==> config.mk <==
export PLATFORM = sky130hd
export DESIGN_NAME = stark_fpu_wb_fifo
export DESIGN_NICKNAME = d
export VERILOG_FILES = /design/src/rtl/stark_fpu_wb_fifo_pkg.sv /design/src/rtl/stark_fpu_wb_fifo_ram.sv /design/src/rtl/stark_fpu_wb_fifo.sv
export SDC_FILE = /design/constraint.sdc
export NUM_CORES = 1
export LEC_CHECK = 0
export CORE_MARGIN = 2
export CORE_UTILIZATION = 39
export CTS_BUF_LIST = sky130_fd_sc_hd__clkbuf_8
export DETAILED_ROUTE_END_ITERATION = 16
export HOLD_SLACK_MARGIN = 0.1
export PLACE_DENSITY_LB_ADDON = 0.15
export SETUP_SLACK_MARGIN = 0.15
export SLEW_MARGIN = 20
export SYNTH_ARGS = -nofsm -noshare
export SYNTH_HDL_FRONTEND = slang
export SYNTH_HIERARCHICAL = 1
export SYNTH_SLANG_ARGS = --single-unit
==> constraint.sdc <==
create_clock -name clk -period 9.18 [get_ports clk]
set_input_delay 1.836 -clock clk [delete_from_list [all_inputs] [get_ports clk]]
set_output_delay 1.836 -clock clk [all_outputs]
set_load 0.05 [all_outputs]
==> src/rtl/stark_fpu_wb_fifo_pkg.sv <==
// Shared Stark types used by the FPU writeback buffer: ROB masks, reservation
// station entries, exception causes and the queued writeback entry.
package Stark_pkg;

  localparam int ROB_ENTRIES = 16;
  localparam int FPU_WID     = 64;

  typedef logic [ROB_ENTRIES-1:0]         rob_bitmask_t;
  typedef logic [$clog2(ROB_ENTRIES)-1:0] rob_ndx_t;

  typedef struct packed {
    logic     v;
    rob_ndx_t rndx;
    logic [3:0] rs_id;
  } reservation_station_entry_t;

  typedef enum logic [7:0] {
    FLT_NONE      = 8'h00,
    FLT_INVALID   = 8'h01,
    FLT_DIVZERO   = 8'h02,
    FLT_OVERFLOW  = 8'h03,
    FLT_UNDERFLOW = 8'h04,
    FLT_INEXACT   = 8'h05
  } cause_code_t;

  typedef struct packed {
    reservation_station_entry_t rse;
    logic [FPU_WID-1:0]         res;
    logic                       tag;
    logic [FPU_WID/8:0]         we;
    cause_code_t                exc;
    logic                       live;
  } fpu_wb_entry_t;

endpackage

==> src/rtl/stark_fpu_wb_fifo_ram.sv <==
// DEPTH x fpu_wb_entry_t storage: one synchronous write port, one async read port.
// Contents are not reset; validity is tracked by the live flops in the parent.
module stark_fpu_wb_ram
  import Stark_pkg::*;
#(
  parameter int DEPTH = 4,
  localparam int AW   = $clog2(DEPTH)
) (
  input  logic          clk,
  input  logic          we_i,
  input  logic [AW-1:0] waddr_i,
  input  fpu_wb_entry_t wdata_i,
  input  logic [AW-1:0] raddr_i,
  output fpu_wb_entry_t rdata_o
);

  fpu_wb_entry_t mem_q [DEPTH];

  always_ff @(posedge clk) begin
    if (we_i) mem_q[waddr_i] <= wdata_i;
  end

  assign rdata_o = mem_q[raddr_i];

endmodule

==> src/rtl/stark_fpu_wb_fifo.sv <==
// FPU result writeback FIFO with in-place stomp squashing and credit stall.
// Optional same-cycle empty-path bypass: define STARK_FPU_WB_BYPASS_EN. WID must equal Stark_pkg::FPU_WID.
module stark_fpu_wb_fifo
  import Stark_pkg::*;
#(
  parameter int WID      = 64,
  parameter int DEPTH    = 4,
  parameter int PIPE_LAT = 2
) (
  input  logic                       rst,
  input  logic                       clk,
  input  rob_bitmask_t               stomp,
  input  reservation_station_entry_t rse_i,
  input  logic [WID-1:0]             res_i,
  input  logic                       tag_i,
  input  logic [WID/8:0]             we_i,
  input  cause_code_t                exc_i,
  input  logic                       wr_ack,
  output logic                       wr_valid,
  output reservation_station_entry_t wr_rse,
  output logic [WID-1:0]             wr_res,
  output logic                       wr_tag,
  output logic [WID/8:0]             wr_we,
  output cause_code_t                wr_exc,
  output logic                       stall_o,
  output logic                       ovf_o
);

  localparam int AW = $clog2(DEPTH);

  logic [AW-1:0]    wr_ptr_q, wr_ptr_d, rd_ptr_q, rd_ptr_d;
  logic [AW:0]      count_q, count_d;
  logic [DEPTH-1:0] live_q, live_d;
  logic             ovf_q, ovf_d;
  rob_ndx_t         rndx_q [DEPTH];

  logic          empty, full, push_cond, push_en, pop, head_live;
  fpu_wb_entry_t wdata, head;

  assign empty     = (count_q == '0);
  assign full      = (count_q == (AW+1)'(DEPTH));
  assign push_cond = rse_i.v && |we_i && !stomp[rse_i.rndx];
  assign head_live = !empty && live_q[rd_ptr_q] && head.live;
  assign pop       = head_live ? wr_ack : !empty;

  always_comb begin
    wdata      = '0;
    wdata.rse  = rse_i;
    wdata.res  = res_i;
    wdata.tag  = tag_i;
    wdata.we   = we_i;
    wdata.exc  = exc_i;
    wdata.live = 1'b1;
  end

`ifdef STARK_FPU_WB_BYPASS_EN
  logic bypass_hit;
  assign bypass_hit = empty && push_cond;
  // An acked bypass consumes the result outright, so it never enters storage.
  assign push_en    = push_cond && !(bypass_hit && wr_ack) && (!full || pop);
  assign wr_valid   = bypass_hit || head_live;
  assign wr_rse     = bypass_hit ? wdata.rse : head.rse;
  assign wr_res     = bypass_hit ? wdata.res : head.res;
  assign wr_tag     = bypass_hit ? wdata.tag : head.tag;
  assign wr_we      = bypass_hit ? wdata.we  : head.we;
  assign wr_exc     = bypass_hit ? wdata.exc : head.exc;
`else
  assign push_en    = push_cond && (!full || pop);
  assign wr_valid   = head_live;
  assign wr_rse     = head.rse;
  assign wr_res     = head.res;
  assign wr_tag     = head.tag;
  assign wr_we      = head.we;
  assign wr_exc     = head.exc;
`endif

  always_comb begin
    wr_ptr_d = wr_ptr_q + AW'(push_en);
    rd_ptr_d = rd_ptr_q + AW'(pop);
    count_d  = count_q + (AW+1)'(push_en) - (AW+1)'(pop);
    ovf_d    = ovf_q || (push_cond && full && !pop);
    for (int i = 0; i < DEPTH; i++) begin
      live_d[i] = live_q[i] && !stomp[rndx_q[i]];
    end
    // Push after pop: on a full push+pop both pointers address the same slot.
    if (pop)     live_d[rd_ptr_q] = 1'b0;
    if (push_en) live_d[wr_ptr_q] = 1'b1;
  end

  always_ff @(posedge clk or posedge rst) begin
    if (rst) begin
      wr_ptr_q <= '0;
      rd_ptr_q <= '0;
      count_q  <= '0;
      live_q   <= '0;
      ovf_q    <= 1'b0;
    end else begin
      wr_ptr_q <= wr_ptr_d;
      rd_ptr_q <= rd_ptr_d;
      count_q  <= count_d;
      live_q   <= live_d;
      ovf_q    <= ovf_d;
    end
  end

  always_ff @(posedge clk) begin
    if (push_en) rndx_q[wr_ptr_q] <= rse_i.rndx;
  end

  assign stall_o = (count_q >= (AW+1)'(DEPTH - PIPE_LAT));
  assign ovf_o   = ovf_q;

  stark_fpu_wb_ram #(.DEPTH(DEPTH)) u_ram (
    .clk     (clk),
    .we_i    (push_en),
    .waddr_i (wr_ptr_q),
    .wdata_i (wdata),
    .raddr_i (rd_ptr_q),
    .rdata_o (head)
  );

endmodule

After elaboration in Yosys (flattened, before gate mapping)
Memories as Yosys holds them, arrays and structs flattened.
Cells that the tools add are included.
- add/subtract/negate cells: 4
- $lt $le $gt $ge: 10
- eq/ne operators: 1
- muxes and demuxes: 21
- bitwise logic cells: 3
- reductions and logical operators: 25
- operator list (cell ; count):
    $lt 4x5->1 const B ; 5
    $bmux 1 s4 ; 5
    $logic_and 1x1->1 ; 12
    $mux 1 ; 11
    $reduce_or 9->1 ; 1
    $logic_not 1->1 ; 8
    $mux 4 ; 2
    $lt 2x3->1 const B ; 2
    $add 2x1->2 ; 2
    $and 4x4->4 ; 1
    $demux 1 s2 ; 2
    $ge 2x1->1 const B ; 2
    $not 4->4 ; 1
    $or 4x4->4 ; 1
    $add 3x1->3 ; 1
    $eq 3x3->1 const B ; 1
    $ge 3x2->1 const B ; 1
    $logic_not 3->1 ; 1
    $sub 3x1->3 ; 1
    $bmux 1 s2 ; 1
    $logic_or 1x1->1 ; 2
    $logic_and 1x1->1 const B ; 1
- bits in registers: 12
- memory bits (writable): 380
- input port bits: 110
- output and inout bits: 94
- word-level logic and storage cells: 71
- memories kept: 2
- memories (name ; words ; bits a word ; read ports ; clocked after Yosys merged registers in ; write ports ; line ; text):
    u_ram.mem_q ; 4 ; 91 ; 1 ; 0 ; 1 ; stark_fpu_wb_fifo_ram.sv:17 ; fpu_wb_entry_t mem_q [DEPTH];
    rndx_q ; 4 ; 4 ; 4 ; 0 ; 1 ; stark_fpu_wb_fifo.sv:35 ; rob_ndx_t rndx_q [DEPTH];

Longest topological paths before layout
- depth in word-level cells: 9
- mapped depth: 12
- gate-level depth less buffers: 11

Hierarchy
Netlist, hierarchy kept.
- by module, submodules not included (module ; times used ; cells an instance ; area each (um^2) ; seq. area each (um^2)):
    stark_fpu_wb_ram ; 1 ; 484 ; 13307.8 ; 11050.6
    stark_fpu_wb_fifo ; 1 ; 136 ; 1854.3 ; 780.7

Worst setup path before layout
Ideal clock, no wire load.
- kind: in2reg
- from: input port rse_i[6] (netlist bit)
- to: memory u_ram/mem_q[0][0] (netlist bit), enable pin
- setup time: 0.674 ns
- arrival: 9.657 ns
- data required time: 8.506 ns
- path slack: -1.151 ns
- stages: 6
- buffers on the path: 1
- cell sequence: mux4_1 -> mux2i_1 -> mux2i_1 -> buf_6 -> nor2_1 -> nor3b_1
- longest elaborated chain between the ends: 7
- ends and longest elaborated chain (element ; line ; text):
    start: declaration ; stark_fpu_wb_fifo.sv:13 ; input reservation_station_entry_t rse_i,
    $bmux 1 s4 ; stark_fpu_wb_fifo.sv:42 ; assign push_cond = rse_i.v && |we_i && !stomp[rse_i.rndx];
    $mux 1 (not written as such) ; stark_fpu_wb_fifo.sv:42 ;
    $logic_not 1->1 ; stark_fpu_wb_fifo.sv:42 ;
    $logic_and 1x1->1 ; stark_fpu_wb_fifo.sv:42 ;
    $logic_and 1x1->1 ; stark_fpu_wb_fifo.sv:68 ; assign push_en = push_cond && (!full || pop);
    net push_en ; stark_fpu_wb_fifo.sv:37 ; logic empty, full, push_cond, push_en, pop, head_live;
    $mux 1 ; stark_fpu_wb_fifo_ram.sv:20 ; if (we_i) mem_q[waddr_i] <= wdata_i;
    $mux 1 (not written as such) ; stark_fpu_wb_fifo_ram.sv:20 ;
    end: declaration ; stark_fpu_wb_fifo_ram.sv:17 ;
The timed path passes the listed nets, and every way through them passes these cells. The select of a mux whose other input is x is not followed.

Worst setup path after layout
- from: register rd_ptr_q[0]
- to: output port wr_res[13]
- longest elaborated chain between the ends: 1
- ends and longest elaborated chain (element ; line ; text):
    start: declaration ; stark_fpu_wb_fifo.sv:31 ; logic [AW-1:0] wr_ptr_q, wr_ptr_d, rd_ptr_q, rd_ptr_d;
    start signal: assignment ; stark_fpu_wb_fifo.sv:99 ; rd_ptr_q <= rd_ptr_d;
    $mem_v2 4x91 ; n/a ;
    end: declaration ; stark_fpu_wb_fifo.sv:21 ; output logic [WID-1:0] wr_res,
No other way between the ends.

==> implementation parameters <==
Parameter                              Value

Setup path
  CP Max Fanout    49
  Critical path endpoint category    primary output
  Cell class contributing the biggest share of worst-path delay    buffers and inverters
  Combined buffer and inverter count along the critical path    3
  Arrival time worst endpoint    3770 ps
  Cell with the biggest individual delay on the critical path    sky130_fd_sc_hd__buf_4
  Crit-path cells    buf_16 -> buf_4 -> mux4_2 -> clkdlybuf4s50_1
  Sort of element at the start of the critical path    flop
  Data required time of the worst path    7340 ps
  Critical path type    reg -> out
  Maximum single-stage delay on the critical path    820 ps

Yosys
  Number of warnings printed during yosys synthesis    6
  Mapped Area    0.0152 mm²
  Mean Syn Cell Area    24.5 µm²
  Number of different library cells in the post-synthesis netlist    40
  Dominant cells by area after synthesis    sky130_fd_sc_hd__edfxtp_1 (76%), sky130_fd_sc_hd__mux4_2 (16%), sky130_fd_sc_hd__dfrtp_1 (2.0%)
  Sequential-to-total area share from yosys stat    0.780
  Number of flops mapped to enable cells by yosys    384
  Fraction of registers with async set/reset    0.0303
  Post-synth top area share    0.761
  FF+latch count, synth    396
  Synth area leader    sky130_fd_sc_hd__edfxtp_1
  Synthesized instance count    620
  Main flop type after synthesis    sky130_fd_sc_hd__edfxtp_1

Die
  Starting Density    0.394
  Area of the placeable core    0.0385 mm²
  Width of the chip    201 µm
  Cell row count    72
  Floorplan die area    0.0405 mm²
  I/O pin cnt    204
  Chip Height    201 µm

Pwr
  Clock Power Share    0.227
  Sequential share of power    0.381
  Leakage power total    6.16 nW
  Sw Ratio    0.372
  Internal power contribution    3.87 mW
  Net switching power figure    2.29 mW
  Fraction of power consumed by combinational cells    0.392
  Power consumption    6.16 mW
  Ratio of total power to cell area    323 mW/mm²
  Peak VDD IR    0.145 mV

Clocking
  TritonCTS clock tree    yes
  Count of buffers added by post-CTS timing repair for setup    0
  Total clock buffers created by CTS    67
  Clock latency of the later-clocked register in the worst-skew pair    570 ps
  Maximum level of the CTS H-tree    3
  Clock edge transition at the registers on the reported setup and hold paths    60 ps
  Clock Sink Count    396
  Number of cells upsized or downsized after cts    0
  Number of hold buffers added after cts    0
  CTS root buffer    sky130_fd_sc_hd__clkbuf_8
  Buffer depth of the longest clock path    3

Detailed routing
  Detailed Routing Iterations Pass 1    5
  Met2 layer wire length in the routed design    16.0 mm
  Count of vias placed by the detailed router    7369
  Uppermost signal routing layer after detailed routing    met5
  Remaining design rule violation count    0
  Met1 Wirelength    13.0 mm
  Met3 WL    1.87 mm
  Average detailed-routed wire length per instance    21.8 µm
  Count of nets left with antenna violations after detail routing    0
  Drt via density    5.08
  Starting DRT DRC Count    384
  Routed WL    31.6 mm

Placed design
  Detailed placer's ending HPWL    19.3 mm
  Total cell area at the placement stage    0.0178 mm²
  Placer's final routability congestion estimate    0.862
  Port-buffer cells    203

STA
  Fin. max-slew vios    0
  WHS    521 ps
  Max Clock Freq    178 MHz
  Final Setup Violations    0
  Final critical delay including setup and external delays    5610 ps
  Total negative slack for setup checks    0 ps
  Unrepaired setup endpoints after global routing    no
  Final Cycle Share    0.611
  Final-report hold violation count    0
  Post-Route Skew    26.5 ps
  Worst slew margin relative to its limit    0.287
  Measured slew at the worst slew-check pin    1070 ps

Layout
  Leading cell types in the layout, fill and taps excluded    sky130_fd_sc_hd__edfxtp_1 (384), sky130_fd_sc_hd__clkdlybuf4s50_1 (203), sky130_fd_sc_hd__mux4_2 (106)
  Final Util    0.495
  Share of layout cells above drive strength 1    0.229
  Post-route standard cell area excluding fillers    0.0190 mm²
  Most frequent standard cell in the layout excluding fill and tap cells    sky130_fd_sc_hd__edfxtp_1
  Syn-to-layout area delta    25.5%
  Nets    999
  Number of fill cells    3105

Global route
  Largest net degree at the start of global routing    71
  Via count of the first global-routing pass    8068
  Congestion Overflow GR    0
  Global-route usage over all layers    0.157
  Wire length of the first global-routing pass    48.2 mm
  Number of antenna violations at the first check in global routing    5

Hold path
  Worst hold path type    reg -> reg

Flow run
  Maxcap violations    0

Outcome
  Outcome    finished clean
[cells by family after synthesis]
| group | after synthesis | synth area share |
|---|---|---|
| XOR/XNOR | 3 | 0.00173 |
| other | 1 | 0.000247 |
| AO/OA/AOI/OAI | 23 | 0.0131 |
| adder cells (fa/ha/maj) | 6 | 0.00545 |
| flip-flops | 396 | 0.780 |
| multiplexers | 121 | 0.172 |
| AND/OR/NAND/NOR | 36 | 0.0131 |
| buffers and inverters | 34 | 0.0141 |
[final cells by class]
| cell class | count | area, µm² | share of cell area |
|---|---|---|---|
| inverter | 12 | 45.0 | 0.00237 |
| antenna | 1 | 2.50 | 0.000131 |
| timing repair buffer | 213 | 2150 | 0.113 |
| sequential | 396 | 11800 | 0.622 |
| clock inverter | 48 | 243 | 0.0128 |
| clock buffer | 69 | 950 | 0.0499 |
| multi-input combinational | 193 | 3160 | 0.166 |
| tap | 518 | 648 | 0.0341 |
[final timing paths]
path	start	cells after the start	slack, ps	to
setup / recovery	rd_ptr_q[0]	4	3570	wr_res[13]
hold / removal	ovf_o	2	520	ovf_o
setup reg to reg	rd_ptr_q[0]	7	4690	u_ram/mem_q[2][66]
hold reg to reg	ovf_o	2	520	ovf_o
max in group asynchronous	rst	2	7200	rd_ptr_q[1]
min in group asynchronous	rst	2	1600	count_q[0]
[worst min-delay path, cell delays in order, from the launching register on]
cell and delay, ps:
sky130_fd_sc_hd__dfrtp_1 370, sky130_fd_sc_hd__inv_1 50, sky130_fd_sc_hd__o41ai_1 60
[power groups by stage]
stage | logic [mW] | clock network (mW) | registers (mW)
finish | 2.41 | 1.40 | 2.34
global route | 2.53 | 1.52 | 2.37
CTS | 2.40 | 1.45 | 2.39
detailed placement | 2.39 | 0 | 2.43
global placement | 2.38 | 0 | 2.41
floorplan | 1.75 | 0 | 2.32
[metrics by stage]
| stage | worst slack (ps) | instances |
|---|---|---|
| 2_1_floorplan | 2140 | 623 |
| 3_3_place_gp | 3190 | 1330 |
| 3_5_place_dp | 3070 | 1330 |
| 4_1_cts | 3110 | 1447 |
| 5_1_grt | 3240 | 1450 |
| 6_report | 3570 | 1450 |
[state kept, by name, indices dropped and copies added, names as in the netlist]
name / cells
rd_ptr_q: 2
rndx_q: 16
wr_ptr_q: 2
live_q: 4
ovf_o: 1
u_ram/mem_q: 368
count_q: 3
[routing by layer]
| layer | vias to the layer above | global-route usage |
|---|---|---|
| met4 | 8 | 0.0515 |
| met1 | 3846 | 0.201 |
| li1 | 3222 | - |
| met5 | - | 0 |
| met3 | 58 | 0.0411 |
| met2 | 235 | 0.263 |
[synthesized netlist by cell type, types with 3 or more instances]
cell type,count
sky130_fd_sc_hd__mux4_2,106
sky130_fd_sc_hd__nand2_1,3
sky130_fd_sc_hd__ha_1,5
sky130_fd_sc_hd__edfxtp_1,384
sky130_fd_sc_hd__inv_1,12
sky130_fd_sc_hd__xor2_1,3
sky130_fd_sc_hd__mux2i_1,8
sky130_fd_sc_hd__clkbuf_1,3
sky130_fd_sc_hd__nand3_1,4
sky130_fd_sc_hd__dfrtp_1,12
sky130_fd_sc_hd__nand3b_1,3
sky130_fd_sc_hd__a211oi_1,5
sky130_fd_sc_hd__buf_6,10
sky130_fd_sc_hd__mux4_1,4
sky130_fd_sc_hd__o2111ai_1,4
sky130_fd_sc_hd__buf_2,9
sky130_fd_sc_hd__nor2_1,9
sky130_fd_sc_hd__mux2_2,3
Note: power is estimated with default switching activity, not from simulation.
